File: src/rtl/mult_pkg.sv
// Shared widths, operand payload and FSM encoding for the multiplier operand issuer.
package mult_pkg;

    localparam int unsigned OPERAND_W = 16;
    localparam int unsigned PRODUCT_W = 32;
    localparam int unsigned PAIR_W    = 2 * OPERAND_W;

    typedef struct packed {
        logic [OPERAND_W-1:0] multiplicand;
        logic [OPERAND_W-1:0] multiplier;
    } operand_pair_t;

    typedef logic [1:0] state_t;

    localparam state_t ST_IDLE   = 2'd0;
    localparam state_t ST_ISSUE  = 2'd1;
    localparam state_t ST_WAIT   = 2'd2;
    localparam state_t ST_RESULT = 2'd3;

endpackage

File: src/rtl/operand_fifo.sv
// Operand-pair FIFO with registered full/empty flags; head is read combinationally.
module operand_fifo
    import mult_pkg::*;
#(
    parameter int unsigned DEPTH = 4
) (
    input  logic          clk,
    input  logic          rst,
    input  logic          push,
    input  operand_pair_t push_data,
    input  logic          pop,
    output operand_pair_t head_c,
    output logic          full,
    output logic          empty
);

    localparam int unsigned PTR_W = $clog2(DEPTH);
    localparam int unsigned CNT_W = $clog2(DEPTH) + 1;

    operand_pair_t    mem [DEPTH];
    logic [PTR_W-1:0] wr_ptr;
    logic [PTR_W-1:0] rd_ptr;
    logic [CNT_W-1:0] count;
    logic [CNT_W-1:0] count_nxt;
    logic             do_push;
    logic             do_pop;

    // Writes are refused when full and reads when empty, whatever the caller asks.
    assign do_push = push && !full;
    assign do_pop  = pop && !empty;
    assign head_c  = mem[rd_ptr];

    always_comb begin
        count_nxt = count;
        case ({do_push, do_pop})
            2'b10:   count_nxt = count + CNT_W'(1);
            2'b01:   count_nxt = count - CNT_W'(1);
            default: count_nxt = count;
        endcase
    end

    always_ff @(posedge clk) begin
        if (rst) begin
            wr_ptr <= '0;
            rd_ptr <= '0;
            count  <= '0;
            full   <= 1'b0;
            empty  <= 1'b1;
        end else begin
            if (do_push) wr_ptr <= wr_ptr + PTR_W'(1);
            if (do_pop)  rd_ptr <= rd_ptr + PTR_W'(1);
            count <= count_nxt;
            full  <= (count_nxt == CNT_W'(DEPTH));
            empty <= (count_nxt == '0);
        end
    end

    // Storage needs no reset: occupancy alone decides what is valid.
    always_ff @(posedge clk) begin
        if (do_push) mem[wr_ptr] <= push_data;
    end

endmodule

File: src/rtl/mult_operand_issuer.sv
// Issues buffered operand pairs to a multi-cycle multiplier one at a time, returning results in order.
// Define ISSUER_TIMEOUT_EN to add a WAIT-state watchdog that forces an error result.
module mult_operand_issuer
    import mult_pkg::*;
#(
    parameter int unsigned DEPTH          = 4,
    parameter int unsigned TIMEOUT_CYCLES = 64
) (
    input  logic                 clk,
    input  logic                 rst,
    input  logic                 in_valid,
    output logic                 in_ready,
    input  logic [OPERAND_W-1:0] in_multiplicand,
    input  logic [OPERAND_W-1:0] in_multiplier,
    output logic                 mul_start,
    output logic [OPERAND_W-1:0] mul_multiplicand,
    output logic [OPERAND_W-1:0] mul_multiplier,
    input  logic                 mul_done,
    input  logic [PRODUCT_W-1:0] mul_product,
    output logic                 out_valid,
    input  logic                 out_ready,
    output logic [PRODUCT_W-1:0] out_product,
    output logic                 out_err
);

    state_t               state;
    state_t               state_nxt;
    logic                 fifo_full;
    logic                 fifo_empty;
    logic                 push;
    logic                 pop;
    operand_pair_t        in_pair;
    operand_pair_t        head;
    logic                 start_nxt;
    logic                 valid_nxt;
    logic                 err_nxt;
    logic [OPERAND_W-1:0] mcand_nxt;
    logic [OPERAND_W-1:0] mplier_nxt;
    logic [PRODUCT_W-1:0] product_nxt;
    logic                 timeout_c;

    assign in_ready = !fifo_full;
    assign push     = in_valid && !fifo_full;
    assign in_pair  = {in_multiplicand, in_multiplier};

    operand_fifo #(
        .DEPTH(DEPTH)
    ) u_fifo (
        .clk       (clk),
        .rst       (rst),
        .push      (push),
        .push_data (in_pair),
        .pop       (pop),
        .head_c    (head),
        .full      (fifo_full),
        .empty     (fifo_empty)
    );

`ifdef ISSUER_TIMEOUT_EN
    localparam int unsigned WD_W = $clog2(TIMEOUT_CYCLES + 1);

    logic [WD_W-1:0] wdog;

    // Counts consecutive WAIT cycles; a completion in the final cycle still wins.
    always_ff @(posedge clk) begin
        if (rst) begin
            wdog <= '0;
        end else if (state == ST_WAIT && !mul_done) begin
            wdog <= wdog + WD_W'(1);
        end else begin
            wdog <= '0;
        end
    end

    assign timeout_c = (state == ST_WAIT) && (wdog == WD_W'(TIMEOUT_CYCLES - 1));
`else
    logic unused_timeout;

    assign unused_timeout = |TIMEOUT_CYCLES;
    assign timeout_c      = 1'b0;
`endif

    always_comb begin
        state_nxt   = state;
        start_nxt   = 1'b0;
        mcand_nxt   = mul_multiplicand;
        mplier_nxt  = mul_multiplier;
        valid_nxt   = out_valid;
        product_nxt = out_product;
        err_nxt     = out_err;
        pop         = 1'b0;
        case (state)
            ST_IDLE: begin
                if (!fifo_empty) begin
                    pop        = 1'b1;
                    state_nxt  = ST_ISSUE;
                    start_nxt  = 1'b1;
                    mcand_nxt  = head.multiplicand;
                    mplier_nxt = head.multiplier;
                end
            end
            ST_ISSUE: begin
                state_nxt = ST_WAIT;
            end
            ST_WAIT: begin
                if (mul_done) begin
                    state_nxt   = ST_RESULT;
                    valid_nxt   = 1'b1;
                    product_nxt = mul_product;
                end else if (timeout_c) begin
                    state_nxt   = ST_RESULT;
                    valid_nxt   = 1'b1;
                    product_nxt = '0;
                    err_nxt     = 1'b1;
                end
            end
            ST_RESULT: begin
                if (out_ready) begin
                    valid_nxt = 1'b0;
                    err_nxt   = 1'b0;
                    // Chain straight into the next issue to avoid an idle bubble.
                    if (!fifo_empty) begin
                        pop        = 1'b1;
                        state_nxt  = ST_ISSUE;
                        start_nxt  = 1'b1;
                        mcand_nxt  = head.multiplicand;
                        mplier_nxt = head.multiplier;
                    end else begin
                        state_nxt = ST_IDLE;
                    end
                end
            end
            default: begin
                state_nxt = ST_IDLE;
            end
        endcase
    end

    always_ff @(posedge clk) begin
        if (rst) begin
            state            <= ST_IDLE;
            mul_start        <= 1'b0;
            mul_multiplicand <= '0;
            mul_multiplier   <= '0;
            out_valid        <= 1'b0;
            out_product      <= '0;
            out_err          <= 1'b0;
        end else begin
            state            <= state_nxt;
            mul_start        <= start_nxt;
            mul_multiplicand <= mcand_nxt;
            mul_multiplier   <= mplier_nxt;
            out_valid        <= valid_nxt;
            out_product      <= product_nxt;
            out_err          <= err_nxt;
        end
    end

endmodule

File: config.mk
export PLATFORM = sky130hd
export DESIGN_NAME = mult_operand_issuer
export DESIGN_NICKNAME = d
export VERILOG_FILES = /design/src/rtl/mult_pkg.sv /design/src/rtl/operand_fifo.sv /design/src/rtl/mult_operand_issuer.sv
export SDC_FILE = /design/constraint.sdc
export NUM_CORES = 1
export LEC_CHECK = 0
export ABC_CLOCK_PERIOD_IN_PS = 5200
export CORE_MARGIN = 3
export CORE_UTILIZATION = 44
export CTS_CLUSTER_SIZE = 24
export DETAILED_ROUTE_END_ITERATION = 10
export PLACE_DENSITY_LB_ADDON = 0.08
export SYNTH_ARGS = -nofsm -noshare
export SYNTH_HDL_FRONTEND = slang
export SYNTH_HIERARCHICAL = 1
export SYNTH_SLANG_ARGS = --single-unit
File: constraint.sdc
create_clock -name clk -period 5.2 [get_ports clk]
set_clock_uncertainty 0.05 [all_clocks]
set_input_delay 1.3 -clock clk [delete_from_list [all_inputs] [get_ports clk]]
set_output_delay 1.3 -clock clk [all_outputs]
set_load 0.01 [all_outputs]
* Word-level counts from Yosys, hierarchy flattened
Memories as Yosys holds them, arrays and structs flattened. A register that Yosys moved wholly into a read port is not among the register bits.
Cells that the tools add are included.
** Cells by class
- $add $sub $neg :: 4
- Multiply operators :: 0
- Divide/modulo/power cells :: 0
- $lt $le $gt $ge :: 0
- Equality and inequality tests :: 9
- Shift operators :: 0
- Muxes and demuxes :: 22
- Bitwise gates (word level) :: 0
- Reductions and logical operators :: 13
** Operator list (number)
- 16-bit two-way mux :: 4
- 16-bit case mux with 2 select lines :: 2
- 2-bit two-way mux :: 5
- 2-bit case mux with 4 select lines :: 1
- 1-bit two-way mux :: 7
- 2-bit == test, second input constant :: 3
- 2-bit != test, second input constant :: 3
- 3-bit case mux with 2 select lines :: 1
- 3-bit AND reduction :: 2
- 2-bit by 1-bit adder with 2-bit output, second input constant :: 2
- 2-bit by 1-bit == test with 1-bit output, second input constant :: 2
- 1-bit case mux with 2 select lines :: 2
- 2-bit AND reduction :: 2
- 2-bit nonzero test :: 2
- 3-bit by 1-bit adder with 3-bit output, second input constant :: 1
- 3-bit == test, second input constant :: 1
- 1-bit logical AND :: 3
- 3-bit logical NOT :: 1
- 3-bit by 1-bit subtractor with 3-bit output, second input constant :: 1
- 1-bit logical NOT :: 2
- 2-bit logical NOT :: 1
** Word-level totals
- Register bits after elaboration :: 77
- Bits in latches :: 0
- RAM bits :: 128
- ROM bits :: 0
- Input bits :: 69
- Output and inout bits :: 68
- Word-level logic and storage cells :: 60
- Memories :: 1
** Memories
- u_fifo.mem :: words 4, width 32, read ports 1, clocked after Yosys merged registers in 1, wr ports 1, RTL line operand_fifo.sv:20 : operand_pair_t mem [DEPTH];

* Longest topological paths before layout
Gate-level depths: netlist of run 1.
- Depth in word-level cells :: 7
- Mapped depth :: 13
- Gate-level depth less buffers :: 11

* By module
Netlist of run 1, hierarchy kept.
** Modules (own cells, without submodules)
- operand_fifo :: instances 1, cells each 225, area each 5202.5 um^2, sequential area each 4063.9 um^2
- mult_operand_issuer :: instances 1, cells each 324, area each 2680.1 um^2, sequential area each 1361.3 um^2

* Worst setup path before layout of run 1
No wires, ideal clock.
- Path type :: input -> register
- From :: in in_valid
- To :: reg u_fifo.full
- Data arrival time :: 3.049 ns
- Path slack :: 2.021 ns
- Stages on the path :: 10
- Path buffers :: 1
- Path through :: nor2b_1 nor2b_1 clkbuf_1 inv_1 ha_1 inv_1 fa_1 xor2_1 or3_4 a211oi_2
** On the way
- Longest elaborated chain between the ends :: 5
** Ends and longest elaborated chain
- start, declared :: RTL line mult_operand_issuer.sv:11 : input logic in_valid,
- 1-bit logical AND * :: RTL line mult_operand_issuer.sv:43 : assign push = in_valid && !fifo_full;
- 1-bit logical AND * :: RTL line operand_fifo.sv:29 : assign do_push = push && !full;
- 2-bit by 1-bit == test with 1-bit output or 2-bit == test (tied branches) :: RTL line operand_fifo.sv:35 : case ({do_push, do_pop})
- 3-bit case mux with 2 select lines * :: RTL line operand_fifo.sv:35
- 3-bit == test * :: RTL line operand_fifo.sv:53 : full <= (count_nxt == CNT_W'(DEPTH));
- end signal, assigned :: RTL line operand_fifo.sv:53
- end, declared :: RTL line operand_fifo.sv:13 : output logic full,
Mark *: on every way between the ends. The rest lies on a longest branch, timed or not.
A chain may end at the register's enable or synchronous reset.

* Final worst setup path of run 1
- From :: in out_ready
- To :: reg u_fifo.full
** On the way
- Longest elaborated chain between the ends :: 6
** Ends and longest elaborated chain
- start, declared :: RTL line mult_operand_issuer.sv:21 : input logic out_ready,
- 1-bit two-way mux * :: RTL line mult_operand_issuer.sv:118 : if (out_ready) begin
- 1-bit case mux with 2 select lines * :: RTL line mult_operand_issuer.sv:92 : case (state)
- net pop :: RTL line mult_operand_issuer.sv:31 : logic pop;
- 1-bit logical AND * :: RTL line operand_fifo.sv:30 : assign do_pop = pop && !empty;
- 2-bit by 1-bit == test with 1-bit output or 2-bit == test (tied branches) :: RTL line operand_fifo.sv:35
- 3-bit case mux with 2 select lines * :: RTL line operand_fifo.sv:35
- 3-bit == test * :: RTL line operand_fifo.sv:53
The timed path passes the listed nets; every way through them passes the cells marked *.

==> results of run 1 <==
sequential cells by signal (all words and copies together) (netlist names), named ones only:
name / flops
u_fifo/count: 3
mul_start: 1
state: 2
u_fifo/mem: 128
mul_multiplier: 16
u_fifo/empty: 1
mul_multiplicand: 16
u_fifo/wr_ptr: 2
out_product: 32
out_valid: 1
u_fifo/full: 1
u_fifo/rd_ptr: 2
per-stage QoR:
step	utilization (%)	setup slack, ns	cell area, µm²
final	57.5	1.84	10000
after global routing	57.5	1.66	10000
after CTS	57.5	1.87	10000
after detailed placement	53.1	1.36	9260
after global placement	53.1	1.43	9260
after floorplan	-	2.02	7880
metal layers:
layer / vias up / track usage, % / share of wire, %
li1: 2261 / - / -
met1: 2302 / 21.0 / 45
met2: 147 / 27.5 / 47
met3: 29 / 3.37 / 5.4
met4: 0 / 4.49 / 2.6
met5: - / 0 / 0
worst max-delay path, cell delays in order:
cell and delay [ns]:
clkdlybuf4s50_1 0.51, a21oi_1 0.11, nor2_1 0.13, nor2b_1 0.23, ha_1 0.22, inv_1 0.06, fa_1 0.40, xor2_1 0.19
or3_4 0.36, a211oi_2 0.21
area by class of cell:
class / count / area (µm²) / share of cell area (%)
Tap cell: 225 / 282 / 2.81
Inverter: 12 / 45.0 / 0.450
Sequential cell: 207 / 5430 / 54.2
Timing Repair Buffer: 138 / 1370 / 13.7
Clock inverter: 9 / 123 / 1.22
Clock buffer: 31 / 636 / 6.35
Multi-Input combinational cell: 290 / 2130 / 21.3
layout by cell type, fill, tap and decap left out, types with 9 or more instances in the layout:
cell type        count
clkdlybuf4s50_1    134
edfxtp_1           128
dfxtp_1             77
a21oi_1             69
nand2_1             66
nand3_1             32
mux4_2              30
o21ai_1             28
clkbuf_16           23
inv_1               12
ha_1                10
nor2_1               9
logic make-up (layout without fill, tap and decap cells):
kind of cell | count (synthesis) | count (layout) | synth area share, %
AOI/OAI and AO/OA | 111 | 111 | 7.48
adders and majority gates | 11 | 11 | 1.84
muxes | 34 | 34 | 9.49
other | 1 | 1 | 0.0476
DFF | 207 | 207 | 68.8
and+or+nand+nor | 128 | 128 | 7.46
buffers and inverters | 52 | 190 | 4.30
xor gates and xnor gates | 5 | 5 | 0.556
power breakdown:
group          internal [W]  total [W]  switching (W)
clock network       0.00100    0.00159       0.000591
registers           0.00196    0.00205      0.0000889
logic              0.000478    0.00101       0.000535
path summary, 6_finish.rpt:
path / startpoint / endpoint / slack, ns / cells past startpoint
min: out_product[13] / out_product[13] / 0.41 / 2
max: out_ready / u_fifo/full / 1.84 / 10
max reg2reg: state[1] / u_fifo/full / 2.19 / 11
min reg2reg: out_product[13] / out_product[13] / 0.41 / 2
synthesized netlist by cell type (6+ instances only):
cell | count | share of area [%]
dfxtp_1 | 79 | 20
a21oi_1 | 69 | 4.4
o21ai_1 | 28 | 1.8
nand2_1 | 66 | 3.1
nor2_1 | 10 | 0.48
inv_1 | 12 | 0.57
buf_2 | 16 | 1.0
edfxtp_1 | 128 | 49
buf_4 | 8 | 0.76
mux4_2 | 30 | 8.6
buf_6 | 6 | 0.86
o21ai_0 | 6 | 0.38
nand3_1 | 32 | 2.0
ha_1 | 10 | 1.6
clkbuf_1 | 7 | 0.33
==> metrics.md, run 1 <==
| Metric | Value |
|---|---|
| Status | finished, final reports clean |
| Fill count | 1388 |
| Fmax | 298 MHz |
| Hold WC Path Type | register to register |
| Synth Cell Area | 7880 µm² |
| First-pass GRT wire length | 25.3 mm |
| RSZ-0062 raised after global routing | false |
| Tot Pwr | 0.00466 W |
| TritonCTS clock tree | built |
| Chip width | 140 µm |
| Sequential element share of the synthesized area | 68.8% |
| Dominant synthesized flop cell | edfxtp_1 |
| Htree depth | 1 |
| Peak supply drop | 0.000289 V |
| I/O Buffers | 135 |
| Final hold violation count | 0 |
| ANT nets after route | 0 |
| Tmin final | 3.36 ns |
| Critical setup path kind | input port to register |
| Post-Syn Instances | 549 |
| Placed Cells | 872 |
| Antenna diodes | 0 |
| Worst-margin pin slew | 1.28 ns |
| Slew HR | 14.9% |
| Clock slew at reported path FFs | 0.06 ns |
| Clock Tree Buf Depth | 3 |
| Final Non-Filler Cells | 912 |
| Clk_lat worst skew | 0.49 ns |
| Yosys reg bits | 207 |
| CORE AREA | 17400 µm² |
| Worst endpoint required time | 5.56 ns |
| Leak pwr | 3.29 nW |
| DP HPWL | 9.51 mm |
| Fraction of layout cells with a size suffix above 1 | 12.1% |
| Worst path arrival time | 3.72 ns |
| CP max FO | 4 |
| Synthesized area per cell | 14.4 µm² |
| Asr flop ratio synth | 0% |
| Total setup buffers inserted after CTS | 0 |
| PD cells | 465 nW/µm² |
| Die area | 19600 µm² |
| Final setup TNS | 0 ns |
| CTS Buf Count | 22 |
| Max_cap viols | 0 |
| Total track usage | 16.1% |
| Initial antenna violation count | 0 |
| Top-level I/O count | 137 |
| Setup violators final | 0 |
| Gates resized, CTS repair | 0 |
| Setup crit end kind | register |
| Final nets | 751 |
| Crit share post-route | 64.5% |
| GRT Residual Overflow | 0 |
| YS warnings | 6 |
| Die Ht | 140 µm |
| 1st-iter DRT viols | 184 |
| Detailed Route WL | 16.0 mm |
| Final Max Tran Viols | 0 |
| Syn nets | 629 |
| Initial Util | 45.3% |
| Crit path launch type | input port |
| Drt first pass iters | 5 |
| Post-DR vias/cell | 5.20 |
| Placer Congestion | 0.772 |
| Post-synth EDFFs | 128 |
| Sinks on the clock net | 207 |
| Rows | 48 |
| Post-CTS Hold Fix Bufs | 0 |
| Area growth syn-to-layout | 27.0% |
| Root buf cell | clkbuf_16 |
| Largest net degree at the start of global routing | 43 |
| DRC | 0 |
| Via Count | 4739 |
| Yosys cell types | 43 |
| DR WL/cell | 17.5 µm |
| Final hold slack | 0.406 ns |
| Vias in the first global route | 4804 |
(Power assumes the default switching activity.)
==> run 2, diff against run 1 <==
Settings changed: ABC_CLOCK_PERIOD_IN_PS 5200 to 3400.
Clock period 5.2 ns to 3.4 ns, I/O delays scaled along.
==> run 2 against run 1 <==
Total power increased by 53%. Global-route usage increased by 0.42 points. Worst setup slack got worse by 1.5 ns. Hold slack got worse by 0.0020 ns. Sequential cell count unchanged. Sequential share of layout area decreased by 0.70 points. Critical path depth increased by 2. Combinational power increased by 56%. Cell count increased by 1.4%. Cell area increased by 1.3%. Core utilization increased by 0.75 points. Critical path type is now register to register. Critical endpoint is now u_fifo/count[2].
==> metrics.md, run 2 (synthesized netlist as in run 1, its figures left out) <==
| Metric | Value |
|---|---|
| Status | finished, final reports clean |
| Critical setup path kind | register to register |
| PD cells | 701 nW/µm² (+51%) |
| Total setup buffers inserted after CTS | 0 (unchanged) |
| R2R cell count | 12 (+1) |
| DP HPWL | 10.2 mm (+7.0%) |
| Final hold slack | 0.404 ns (-0.00202 ns) |
| ANT nets after route | 0 (unchanged) |
| Chip width | 140 µm (unchanged) |
| Crit share post-route | 89.0% |
| Peak supply drop | 0.000433 V (+49%) |
| CORE AREA | 17400 µm² (unchanged) |
| Placed Cells | 885 (+1.5%) |
| Crit path max-delay family | adder cells |
| Worst path arrival time | 3.32 ns (-0.40 ns) |
| Most frequent cells in the layout | 134 x clkdlybuf4s50_1, 128 x edfxtp_1, 77 x dfxtp_1 |
| Rows | 48 (unchanged) |
| Die Ht | 140 µm (unchanged) |
| CP peak stage delay | 0.41 ns (-0.10 ns) |
| Largest Register | u_fifo/mem |
| Hold WC Path Type | register to register |
| GRT Residual Overflow | 0 (unchanged) |
| Fill count | 1386 (-0.14%) |
| Final nets | 764 (+1.7%) |
| Crit path launch type | register |
| TritonCTS clock tree | built |
| DRC | 0 (unchanged) |
| 1st-iter DRT viols | 212 (+15%) |
| First-pass GRT wire length | 26.2 mm (+3.5%) |
| Crit. Startpoint | state[1] |
| CP cell instances | inv_1 > ha_1 > or2_1 > nor2_1 > nor2b_1 > ha_1 > inv_1 > fa_1 > xor2_1 > buf_4 > o21ai_0 > a21oi_1 |
| Largest registers | u_fifo/mem: 128 flops, out_product: 32 flops |
| Initial antenna violation count | 0 (unchanged) |
| Worst setup endpoint | u_fifo/count[2] |
| Final Non-Filler Cells | 925 (+1.4%) |
| Gates resized, CTS repair | 0 (unchanged) |
| Detailed Route WL | 16.3 mm (+2.2%) |
| Clock Tree Buf Depth | 3 (unchanged) |
| Root buf cell | clkbuf_16 |
| Final worst slack | 0.374 ns (-1.47 ns) |
| Fmax | 330 MHz |
| Via Count | 4815 (+1.6%) |
| Setup violators final | 0 (unchanged) |
| Sinks on the clock net | 207 (unchanged) |
| Clk_lat worst skew | 0.49 ns (about the same) |
| Tmin final | 3.03 ns |
| I/O Buffers | 135 (unchanged) |
| Flop2flop setup slack | 0.37 ns (-1.82 ns) |
| Commonest non-fill, non-tap cell in the layout | clkdlybuf4s50_1 |
| Drt first pass iters | 4 (-1) |
| Final setup TNS | 0 ns (unchanged) |
| Placer Congestion | 0.752 (-2.6%) |
| R2r endpoint | u_fifo/count[2] |
| Post-DR vias/cell | 5.21 (+0.18%) |
| DR WL/cell | 17.6 µm (+0.79%) |
| Total track usage | 16.5% (+0.42 points) |
| CP max FO | 5 (+1) |
| WP depth | 12 (+2) |
| Post-CTS Hold Fix Bufs | 0 (unchanged) |
| Fraction of layout cells with a size suffix above 1 | 13.3% (+1.2 points) |
| Max reg flops | 128 (unchanged) |
| Clock slew at reported path FFs | 0.06 ns (about the same) |
| Place WS | 0.00645 ns (-1.35 ns) |
| CP bufs+invs | 3 (+1) |
| Htree depth | 1 (unchanged) |
| Critical-path top delay cell | dfxtp_1 |
| Largest net degree at the start of global routing | 34 (-21%) |
| Setup crit end kind | register |
| Final Max Tran Viols | 0 (unchanged) |
| Vias in the first global route | 4913 (+2.3%) |
| CTS Buf Count | 22 (unchanged) |
| Initial Util | 45.3% (unchanged) |
| Worst-margin pin slew | 0.977 ns (-0.299 ns) |
| Top-level I/O count | 137 (unchanged) |
| RSZ-0062 raised after global routing | false |
| Leak pwr | 3.35 nW (+2.0%) |
| Worst endpoint required time | 3.69 ns (-1.87 ns) |
| Slew HR | 34.7% (+20 points) |
| Max_cap viols | 0 (unchanged) |
| Antenna diodes | 0 (unchanged) |
| Area growth syn-to-layout | 28.7% |
| Final hold violation count | 0 (unchanged) |
| R2R Path Start | state[1] |
| Die area | 19600 µm² (unchanged) |
-- run 2: cell count changes in the layout (fill, tap and decap cells not counted), moves of 2 or more --
cell / previous run / this run
buf_12: 0 / 5
clkinv_1: 1 / 4
buf_4: 3 / 11
clkbuf_8: 3 / 1
-- run 2: per-layer routing --
layer	GRT usage [%]	vias to the layer above	wire [µm]
met5	0	-	0
met4	3.57	0	261
met3	3.54	23	1080
met2	28.0	153	7880
met1	22.2	2350	7110
li1	-	2289	-
-- run 2: cell type report --
| class | instances | area, µm² | area share (%) |
|---|---|---|---|
| clock buffers | 30 | 633 | 6.24 |
| clock inverters | 10 | 96.3 | 0.950 |
| inverters | 12 | 45.0 | 0.444 |
| multi-input cells | 290 | 2130 | 21.0 |
| flip-flops and latches | 207 | 5430 | 53.5 |
| well taps | 225 | 282 | 2.77 |
| repair buffers | 151 | 1530 | 15.1 |
-- run 2: where the power goes --
part           total [W]  internal [W]  switching (W)
Combinational    0.00158      0.000775       0.000808
Clock            0.00236       0.00145       0.000911
Sequential       0.00316       0.00300       0.000165
-- run 2: how the worst min path moves through the flow --
| stage | slack, ns | start | endpoint | cells after the start |
|---|---|---|---|---|
| 2_1_floorplan | 0.40 | u_fifo/count[1] | u_fifo/count[1] | 2 |
| 3_3_place_gp | 0.39 | out_product[29] | out_product[29] | 2 |
| 3_5_place_dp | 0.40 | out_product[30] | out_product[30] | 2 |
| 4_1_cts | 0.41 | out_product[30] | out_product[30] | 2 |
| 5_1_grt | 0.42 | out_product[16] | out_product[16] | 2 |
| 6_report | 0.40 | out_product[30] | out_product[30] | 2 |
-- run 2: tightest hold or removal path: cells and delay by family, from the launching register on --
kind               cells  cell delay (ns)
AOI/OAI and AO/OA      1             0.05
DFF                    1             0.30
and+or+nand+nor        1             0.05
-- run 2: stage by stage --
step / instance area, µm² / total power, W / utilization (%)
finish: 10100 / 0.00711 / 58.3
global route: 10100 / 0.00748 / 58.3
CTS: 10100 / 0.00721 / 58.3
detailed placement: 9420 / 0.00482 / 54.1
global placement: 9420 / 0.00479 / 54.1
floorplan: 7880 / 0.00419 / -
